$ cat src/rtl/serial_parity_unit.sv
// Serial parity engine: generates a parity bit over FRAME_LEN data bits, or checks
// a received parity bit after FRAME_LEN data bits and keeps a saturating error count.
module serial_parity_unit #(
  parameter int unsigned FRAME_LEN = 8,
  parameter int unsigned ERR_CNT_W = 8,
  parameter int unsigned CNT_W     = $clog2(FRAME_LEN + 1)
) (
  input  logic                 clk,
  input  logic                 reset,
  input  logic                 bit_in,
  input  logic                 bit_valid,
  input  logic                 frame_clr,
  input  logic                 odd_mode,
  input  logic                 check_mode,
  output logic                 parity_out,
  output logic                 parity_valid,
  output logic                 frame_done,
  output logic                 err,
  output logic [ERR_CNT_W-1:0] err_count,
  output logic [CNT_W-1:0]     bit_count
);

  typedef enum logic {
    DATA = 1'b0,
    PAR  = 1'b1
  } state_t;

  localparam logic [CNT_W-1:0] LAST_IDX  = CNT_W'(FRAME_LEN - 1);
  localparam logic [CNT_W-1:0] FULL_CNT  = CNT_W'(FRAME_LEN);

  state_t                 state, state_n;
  logic                   acc, acc_n;
  logic                   odd_lat, odd_lat_n;
  logic                   chk_lat, chk_lat_n;
  logic                   parity_out_n, parity_valid_n, frame_done_n, err_n;
  logic [ERR_CNT_W-1:0]   err_count_n;
  logic [CNT_W-1:0]       bit_count_n;

  logic first_bit, last_bit, eff_odd, eff_chk, acc_sum, mismatch, err_sat;

  // Mode is taken live on the first bit of a frame, from the latch afterwards.
  assign first_bit = (bit_count == '0);
  assign last_bit  = (bit_count == LAST_IDX);
  assign eff_odd   = first_bit ? odd_mode   : odd_lat;
  assign eff_chk   = first_bit ? check_mode : chk_lat;
  assign acc_sum   = acc ^ bit_in;
  assign mismatch  = acc ^ bit_in ^ odd_lat;
  assign err_sat   = &err_count;

  // Next-state and output logic.
  always_comb begin
    state_n        = state;
    acc_n          = acc;
    odd_lat_n      = odd_lat;
    chk_lat_n      = chk_lat;
    bit_count_n    = bit_count;
    parity_out_n   = parity_out;
    err_n          = err;
    err_count_n    = err_count;
    parity_valid_n = 1'b0;
    frame_done_n   = 1'b0;

    if (frame_clr) begin
      state_n     = DATA;
      acc_n       = 1'b0;
      bit_count_n = '0;
    end else if (bit_valid) begin
      unique case (state)
        DATA: begin
          if (first_bit) begin
            odd_lat_n = odd_mode;
            chk_lat_n = check_mode;
          end
          if (last_bit) begin
            if (eff_chk) begin
              state_n     = PAR;
              acc_n       = acc_sum;
              bit_count_n = FULL_CNT;
            end else begin
              parity_out_n   = acc_sum ^ eff_odd;
              parity_valid_n = 1'b1;
              frame_done_n   = 1'b1;
              acc_n          = 1'b0;
              bit_count_n    = '0;
            end
          end else begin
            acc_n       = acc_sum;
            bit_count_n = bit_count + CNT_W'(1);
          end
        end
        PAR: begin
          err_n        = mismatch;
          frame_done_n = 1'b1;
          if (mismatch && !err_sat) begin
            err_count_n = err_count + ERR_CNT_W'(1);
          end
          acc_n       = 1'b0;
          bit_count_n = '0;
          state_n     = DATA;
        end
        default: state_n = DATA;
      endcase
    end
  end

  // State and output registers.
  always_ff @(posedge clk) begin
    if (reset) begin
      state        <= DATA;
      acc          <= 1'b0;
      odd_lat      <= 1'b0;
      chk_lat      <= 1'b0;
      bit_count    <= '0;
      parity_out   <= 1'b0;
      parity_valid <= 1'b0;
      frame_done   <= 1'b0;
      err          <= 1'b0;
      err_count    <= '0;
    end else begin
      state        <= state_n;
      acc          <= acc_n;
      odd_lat      <= odd_lat_n;
      chk_lat      <= chk_lat_n;
      bit_count    <= bit_count_n;
      parity_out   <= parity_out_n;
      parity_valid <= parity_valid_n;
      frame_done   <= frame_done_n;
      err          <= err_n;
      err_count    <= err_count_n;
    end
  end

endmodule

$ cat config.mk
export PLATFORM = sky130hd
export DESIGN_NAME = serial_parity_unit
export DESIGN_NICKNAME = d
export VERILOG_FILES = /design/src/rtl/serial_parity_unit.sv
export SDC_FILE = /design/constraint.sdc
export NUM_CORES = 1
export LEC_CHECK = 0
export CAP_MARGIN = 20
export CORE_MARGIN = 4
export CORE_UTILIZATION = 44
export DETAILED_ROUTE_END_ITERATION = 12
export GPL_TIMING_DRIVEN = 1
export PLACE_DENSITY = 0.74
export SYNTH_ARGS = -nofsm -noshare
export SYNTH_HDL_FRONTEND = slang
export SYNTH_SLANG_ARGS = --single-unit
$ cat constraint.sdc
create_clock -name clk -period 1.5 [get_ports clk]
set_input_delay 0.375 -clock clk [delete_from_list [all_inputs] [get_ports clk]]
set_output_delay 0.375 -clock clk [all_outputs]
set_load 0.005 [all_outputs]
==> results of run 1 <==
## layout by cell type (no fill, tap or decap), types with 2 or more instances in the layout
| master | netlist | routed |
|---|---|---|
| buf_4 | 2 | 33 |
| dlygate4sd2_1 | 0 | 17 |
| dfxtp_2 | 0 | 10 |
| nand2_1 | 8 | 8 |
| a21oi_1 | 8 | 7 |
| dfxtp_4 | 0 | 6 |
| nand3_1 | 5 | 5 |
| nor3_1 | 8 | 5 |
| clkdlybuf4s50_1 | 0 | 5 |
| inv_1 | 5 | 4 |
| mux2_4 | 0 | 4 |
| nor2_1 | 5 | 4 |
| dfxtp_1 | 20 | 4 |
| nor2b_1 | 3 | 3 |
| nand4_1 | 3 | 3 |
| nor3_2 | 0 | 3 |
| clkbuf_4 | 0 | 3 |
| and3_1 | 2 | 2 |
| nand3b_1 | 2 | 2 |
| nand2b_1 | 2 | 2 |
| nor3b_1 | 3 | 2 |
| xnor2_1 | 2 | 2 |
| a211oi_1 | 4 | 2 |
| a211oi_2 | 0 | 2 |
| ha_1 | 3 | 2 |
## kinds of logic after synthesis
logic type,Yosys count
AOI/OAI and AO/OA,25
buffers and inverters,10
and+or+nand+nor,49
DFF,20
xor gates and xnor gates,3
adders and majority gates,3
muxes,6
## power by group through the flow
stage	registers, mW	logic (mW)	clock network (mW)
floorplan	0.554	0.0580	0
global placement	0.553	0.120	0
detailed placement	0.554	0.125	0
CTS	0.531	0.134	0.466
global route	0.533	0.148	0.488
finish	0.532	0.140	0.459
## flip-flops by register name, indices dropped and copies added (netlist names)
signal / count
err_count: 8
bit_count: 4
acc: 1
chk_lat: 1
err: 1
frame_done: 1
odd_lat: 1
parity_out: 1
parity_valid: 1
state: 1
## layout make-up
class / instances / area, µm² / area share
clock buffer: 3 / 22.5 / 0.0131
clock inverter: 1 / 30.0 / 0.0174
inverter: 6 / 26.3 / 0.0152
multi-input combinational: 86 / 717 / 0.416
sequential: 20 / 435 / 0.253
tap: 28 / 35.0 / 0.0203
timing repair buffer: 56 / 458 / 0.266
## worst max-delay path, delay by kind of cell (launching register included)
kind | cells | cell delay (ps)
flops | 1 | 400
compound gates | 1 | 220
buf+inv | 2 | 190
fa+ha+maj | 1 | 180
mux | 1 | 180
simple gates | 1 | 150
xor+xnor | 1 | 130
## per-layer routing
layer  track usage  vias to the layer above  wire length [µm]
met5             0                        -                 0
met4        0.0397                        0                70
met3        0.0437                        6               139
met2         0.335                       33              1660
met1         0.224                      542              1360
li1              -                      548                 -
## metrics by stage
stage | TNS (ps) | cell area [µm²] | cells | setup WS [ps] | util
floorplan | -7.05 | 1060 | 116 | -7.05 | -
global placement | -3460 | 1470 | 185 | -398 | 0.658
detailed placement | -4140 | 1470 | 185 | -415 | 0.658
CTS | -63.7 | 1630 | 197 | -57.4 | 0.729
global route | -623 | 1720 | 200 | -122 | 0.772
finish | -201 | 1720 | 200 | -69.4 | 0.772
## worst paths after layout
kind	from	to	slack (ps)
max reg2reg	bit_count[0]$_SDFFE_PP0P_	parity_out$_SDFFE_PP0P_	-70
min	err_count[2]$_SDFFE_PP0P_	err_count[2]$_SDFFE_PP0P_	500
max	bit_count[0]$_SDFFE_PP0P_	parity_out$_SDFFE_PP0P_	-70
min reg2reg	err_count[2]$_SDFFE_PP0P_	err_count[2]$_SDFFE_PP0P_	500
## timing repair
item | CTS | global route
resized for setup | 49 | 15
setup buffers | 8 | 3
cloned | 0 | 0
pin swaps | 6 | 4
endpoints found under the hold margin | 0 | 0
setup endpoints to repair | 21 | 10
hold buffers | 0 | 0
==> impl_metrics.yaml, run 1 <==
yosys:
  synth_fp_nets: 126
  yosysUniqueCellTypes: 42
  synth.area.mux_share: 0.0620
  post-synth-top-count-cell: "dfxtp_1"
  synth_top_family_by_area: "simple AND/OR/NAND/NOR gates"
  syn_area_per_cell_um2: 9.05
  async_reset_ff_frac: 0
  synth_top_cell_by_area: "dfxtp_1"
  syn-cell-area_um2: 1050
  synth-compound-area-share: 0.164
  synthTopCellsByArea: "dfxtp_1 38%, mux2_2 4.3%, a21oi_1 3.8%, nor3_1 3.8%, ha_1 3.6%"
  synth_commonest_cells: "20 x dfxtp_1, 8 x a21oi_1, 8 x nand2_1, 8 x nor3_1"
  synth_seq_cells: 20
  yosys.area_share.adder: 0.0358
  yosys.area_share.simple: 0.273
  synthXorXnorAreaFrac: 0.0405
  ys_seq_area_frac: 0.381
  yosysWarnings: 0
  syn_inst: 116
  synth_ff_type: "dfxtp_1"
  yosysTopAreaCellShare: 0.381
  synth_edf_count: 0
timing:
  setup_viol: 5
  slew_headroom: 0.726
  max_freq_mhz: 637
  hold_viol_final: 0
  skew_ps: 3.22
  fin_crit_ps: 1570
  whs_ps: 499
  rsz0062_at_grt: "true"
  min_period_over_period: 1.05
  worst_pin_slew_ps: 410
  slew_viol_final: 0
  setup_ws_ps: -69.4
power:
  intPower_uw: 871
  p_per_area_nw_per_um2: 656
  swShare: 0.229
  leakage_nw: 0.776
  p_comb_frac: 0.124
  clkPwrFrac: 0.406
  peakVddDrop_uv: 521
  p_seq_frac: 0.470
  total_power_mw: 1.13
  p_switching_uw: 259
min_path:
  hold_path.class: "flop to flop"
  holdPathStages: 1
layout:
  fillers: 168
  diodes: 0
  drive_gt1_frac: 0.459
  area_delta_synth_final_pct: 64.2
  fin_nets: 183
critical_path:
  cp.required_ps: 1720
  worstSetupPathType: "flop to flop"
  cp_slowest_cell: "dfxtp_2"
  worstSetupStartpointType: "flop"
  crit_path_cell_trace: "inv_2 -> ha_1 -> nor3b_2 -> buf_4 -> mux2i_4 -> xnor2_1 -> a311oi_1"
  arrival_ps: 1790
  critical_path.max_stage_delay_ps: 400
  path_max_fanout: 4
  end_kind: "flop"
  rr_worst_depth: 7
job:
  cap_viol_max_count: 0
routing:
  ant_nets: 0
  vias: 1129
  wl_um: 3240
  drc_errors: 0
  drtIter0Drc: 43
  drtPass1Iterations: 4
  viasPerCell: 5.65
  routedWlPerCell_um: 16.2
floorplanning:
  ios: 23
  core_region_area_um2: 2230
  die_h_um: 56.8
  fp.dieW_um: 56.8
  dieArea_um2: 3230
  rows: 17
  start_util: 0.470
global_routing:
  grt_util_all_layers: 0.187
  antenna_found_initial: 0
  grt_pass1_vias: 1059
  grt_max_degree: 13
  grt-ovfl-total: 0
  grt_pass1_wl_um: 4770
outcome:
  run_status: "complete, but fails checks"
  violations: "negative setup slack"
cts:
  clk_latency_ps: 320
  root_buffer: "clkbuf_4"
  clk_pin_slew_worst_paths_ps: 120
  clock-sinks: 20
  htree_levels: 1
  cts_buffer_depth: 2
  cts_tree: "built"
  cts_buffers: 3
place:
  port_buffers: 22
  place.gp.congestion: 0.793
  dp_hpwl_um: 1980
Note: power is estimated with default switching activity, not from simulation.
==> inputs of run 2 (changes only) <==
- CTS_BUF_LIST: unset -> sky130_fd_sc_hd__clkbuf_4 sky130_fd_sc_hd__clkbuf_8 sky130_fd_sc_hd__clkbuf_16
==> results of run 2 <==
The final DEF is identical to that of run 1; final timing and power are the same.
==> inputs of run 3 (changes only) <==
- SKIP_LAST_GASP: unset -> 1
==> run 3 against run 2 <==
  * The run still ends with negative setup slack left
  * Worst setup slack improved by 29 ps
  * Total power shrank 0.17%
  * Clock power about the same
  * Die area did not move
  * Sequential cell count is the same
  * Register-to-register slack improved by 30 ps
  * Critical path type unchanged
  * Critical endpoint unchanged
==> impl_metrics.yaml, run 3 (synthesized netlist as in run 1, its figures left out) <==
floorplanning:
  fp.dieW_um: 56.8
  start_util: 0.470
  core_region_area_um2: 2230
  die_h_um: 56.8
  rows: 17
  ios: 23
  dieArea_um2: 3230
layout:
  final_common_cell: "buf_4"
  diodes: 0
  largest_reg_flops: 8
  fillers: 168
  top_register: "err_count"
  fin_nets: 182
  drive_gt1_frac: 0.462
  fin_util: 0.771
  layout_common_cells: "32 x buf_4, 16 x dlygate4sd2_1, 9 x dfxtp_2, 8 x nand2_1"
  largestRegisters: "err_count (8), bit_count (4)"
  stdcell_count: 199
  area_delta_synth_final_pct: 64.1
routing:
  viasPerCell: 5.58
  drc_errors: 0
  vias: 1110
  drtPass1Iterations: 4
  drtIter0Drc: 24
  routedWlPerCell_um: 15.1
  wl_um: 3000
  ant_nets: 0
place:
  port_buffers: 22
  dp_hpwl_um: 1980
  place.gp.congestion: 0.793
  dp.cells: 185
global_routing:
  grt_util_all_layers: 0.188
  grt_pass1_wl_um: 4800
  grt_pass1_vias: 1067
  antenna_found_initial: 0
  grt-ovfl-total: 0
  grt_max_degree: 13
power:
  leakage_nw: 0.777
  p_comb_frac: 0.125
  total_power_mw: 1.13
  peakVddDrop_uv: 521
  p_per_area_nw_per_um2: 655
  swShare: 0.227
  p_switching_uw: 256
  intPower_uw: 873
  p_seq_frac: 0.470
  clkPwrFrac: 0.405
timing:
  min_period_over_period: 1.03
  fin_crit_ps: 1540
  skew_ps: 2.89
  max_freq_mhz: 649
  setup_ws_ps: -40.3
  slew_viol_final: 0
  worst_pin_slew_ps: 380
  hold_viol_final: 0
  rsz0062_at_grt: "true"
  setup_viol: 3
  slew_headroom: 0.746
  fin_tns_setup_ps: -78.2
cts:
  cts_buffer_depth: 2
  htree_levels: 1
  clk_latency_ps: 320
  cts_buffers: 3
  root_buffer: "clkbuf_4"
  clock-sinks: 20
  clk_pin_slew_worst_paths_ps: 120
  cts_tree: "built"
critical_path:
  timing.critical_path.max_delay_family: "flip-flops"
  arrival_ps: 1770
  worstSetupStartpointType: "flop"
  crit_path_cell_trace: "inv_2 -> ha_4 -> nor3b_4 -> buf_6 -> mux2i_4 -> xnor2_1 -> a311oi_1"
  cp.required_ps: 1730
  worstSetupPathType: "flop to flop"
  end_kind: "flop"
  cp_slowest_cell: "dfxtp_4"
  path_max_fanout: 4
  critical_path.max_stage_delay_ps: 380
  critical_path_buf_inv_count: 2
job:
  cap_viol_max_count: 0
outcome:
  run_status: "complete, but fails checks"
  violations: "negative setup slack"
min_path:
  hold_path.class: "flop to flop"
[run 3: changes by cell type in the layout (fill, tap and decap cells not counted), sizes merged]
| cell | delta |
|---|---|
| buf | -1 |
| dlygate4sd2 | -1 |
| dlymetal6s2s | +1 |
[run 3: layout make-up]
type | instances | area [µm²] | share of cell area
repair buffers | 55 | 454 | 0.264
well taps | 28 | 35.0 | 0.0203
flip-flops and latches | 20 | 438 | 0.254
inverters | 6 | 26.3 | 0.0153
clock inverters | 1 | 30.0 | 0.0174
clock buffers | 3 | 22.5 | 0.0131
multi-input cells | 86 | 717 | 0.416
[run 3: timing repair]
| action | in CTS | in global routing |
|---|---|---|
| hold buffers | 0 | 0 |
| setup endpoints to repair | 21 | 11 |
| buffers inserted | 8 | 2 |
| gates resized for setup | 44 | 22 |
| pin swaps | 6 | 5 |
[run 3: worst register-to-register path, delay by kind of cell (launching register included)]
family	cells	cell delay, ps
flip-flops	1	380
multiplexers	1	230
AO/OA/AOI/OAI	1	230
buffers and inverters	2	220
AND/OR/NAND/NOR	1	190
adder cells (fa/ha/maj)	1	120
XOR/XNOR	1	100
[run 3: power by group through the flow]
stage,Clock (mW),Combinational [mW],Sequential (mW)
floorplan,0,0.0580,0.554
CTS,0.466,0.133,0.533
global route,0.490,0.150,0.532
global placement,0,0.120,0.553
detailed placement,0,0.125,0.554
finish,0.457,0.141,0.531
[run 3: worst paths after layout]
kind	from	end	slack (ps)	depth (start not counted)
max	bit_count[0]$_SDFFE_PP0P_	parity_out$_SDFFE_PP0P_	-40	7
min reg2reg	err_count[2]$_SDFFE_PP0P_	err_count[2]$_SDFFE_PP0P_	490	1
max reg2reg	bit_count[0]$_SDFFE_PP0P_	parity_out$_SDFFE_PP0P_	-40	7
min	err_count[2]$_SDFFE_PP0P_	err_count[2]$_SDFFE_PP0P_	490	1
[run 3: per-layer routing]
metal	vias up	track usage	share of wire
li1	547	-	-
met1	532	0.221	0.43
met4	0	0.0397	0.0077
met5	-	0	0
met2	29	0.342	0.52
met3	2	0.0437	0.038
[run 3: through the flow]
stage          area, µm²  hold slack [ps]  worst slack [ps]
2_1_floorplan       1060              442             -7.05
3_3_place_gp        1470              472              -398
3_5_place_dp        1470              481              -415
4_1_cts             1620              489              -161
5_1_grt             1720              508              -109
6_report            1720              492             -40.3
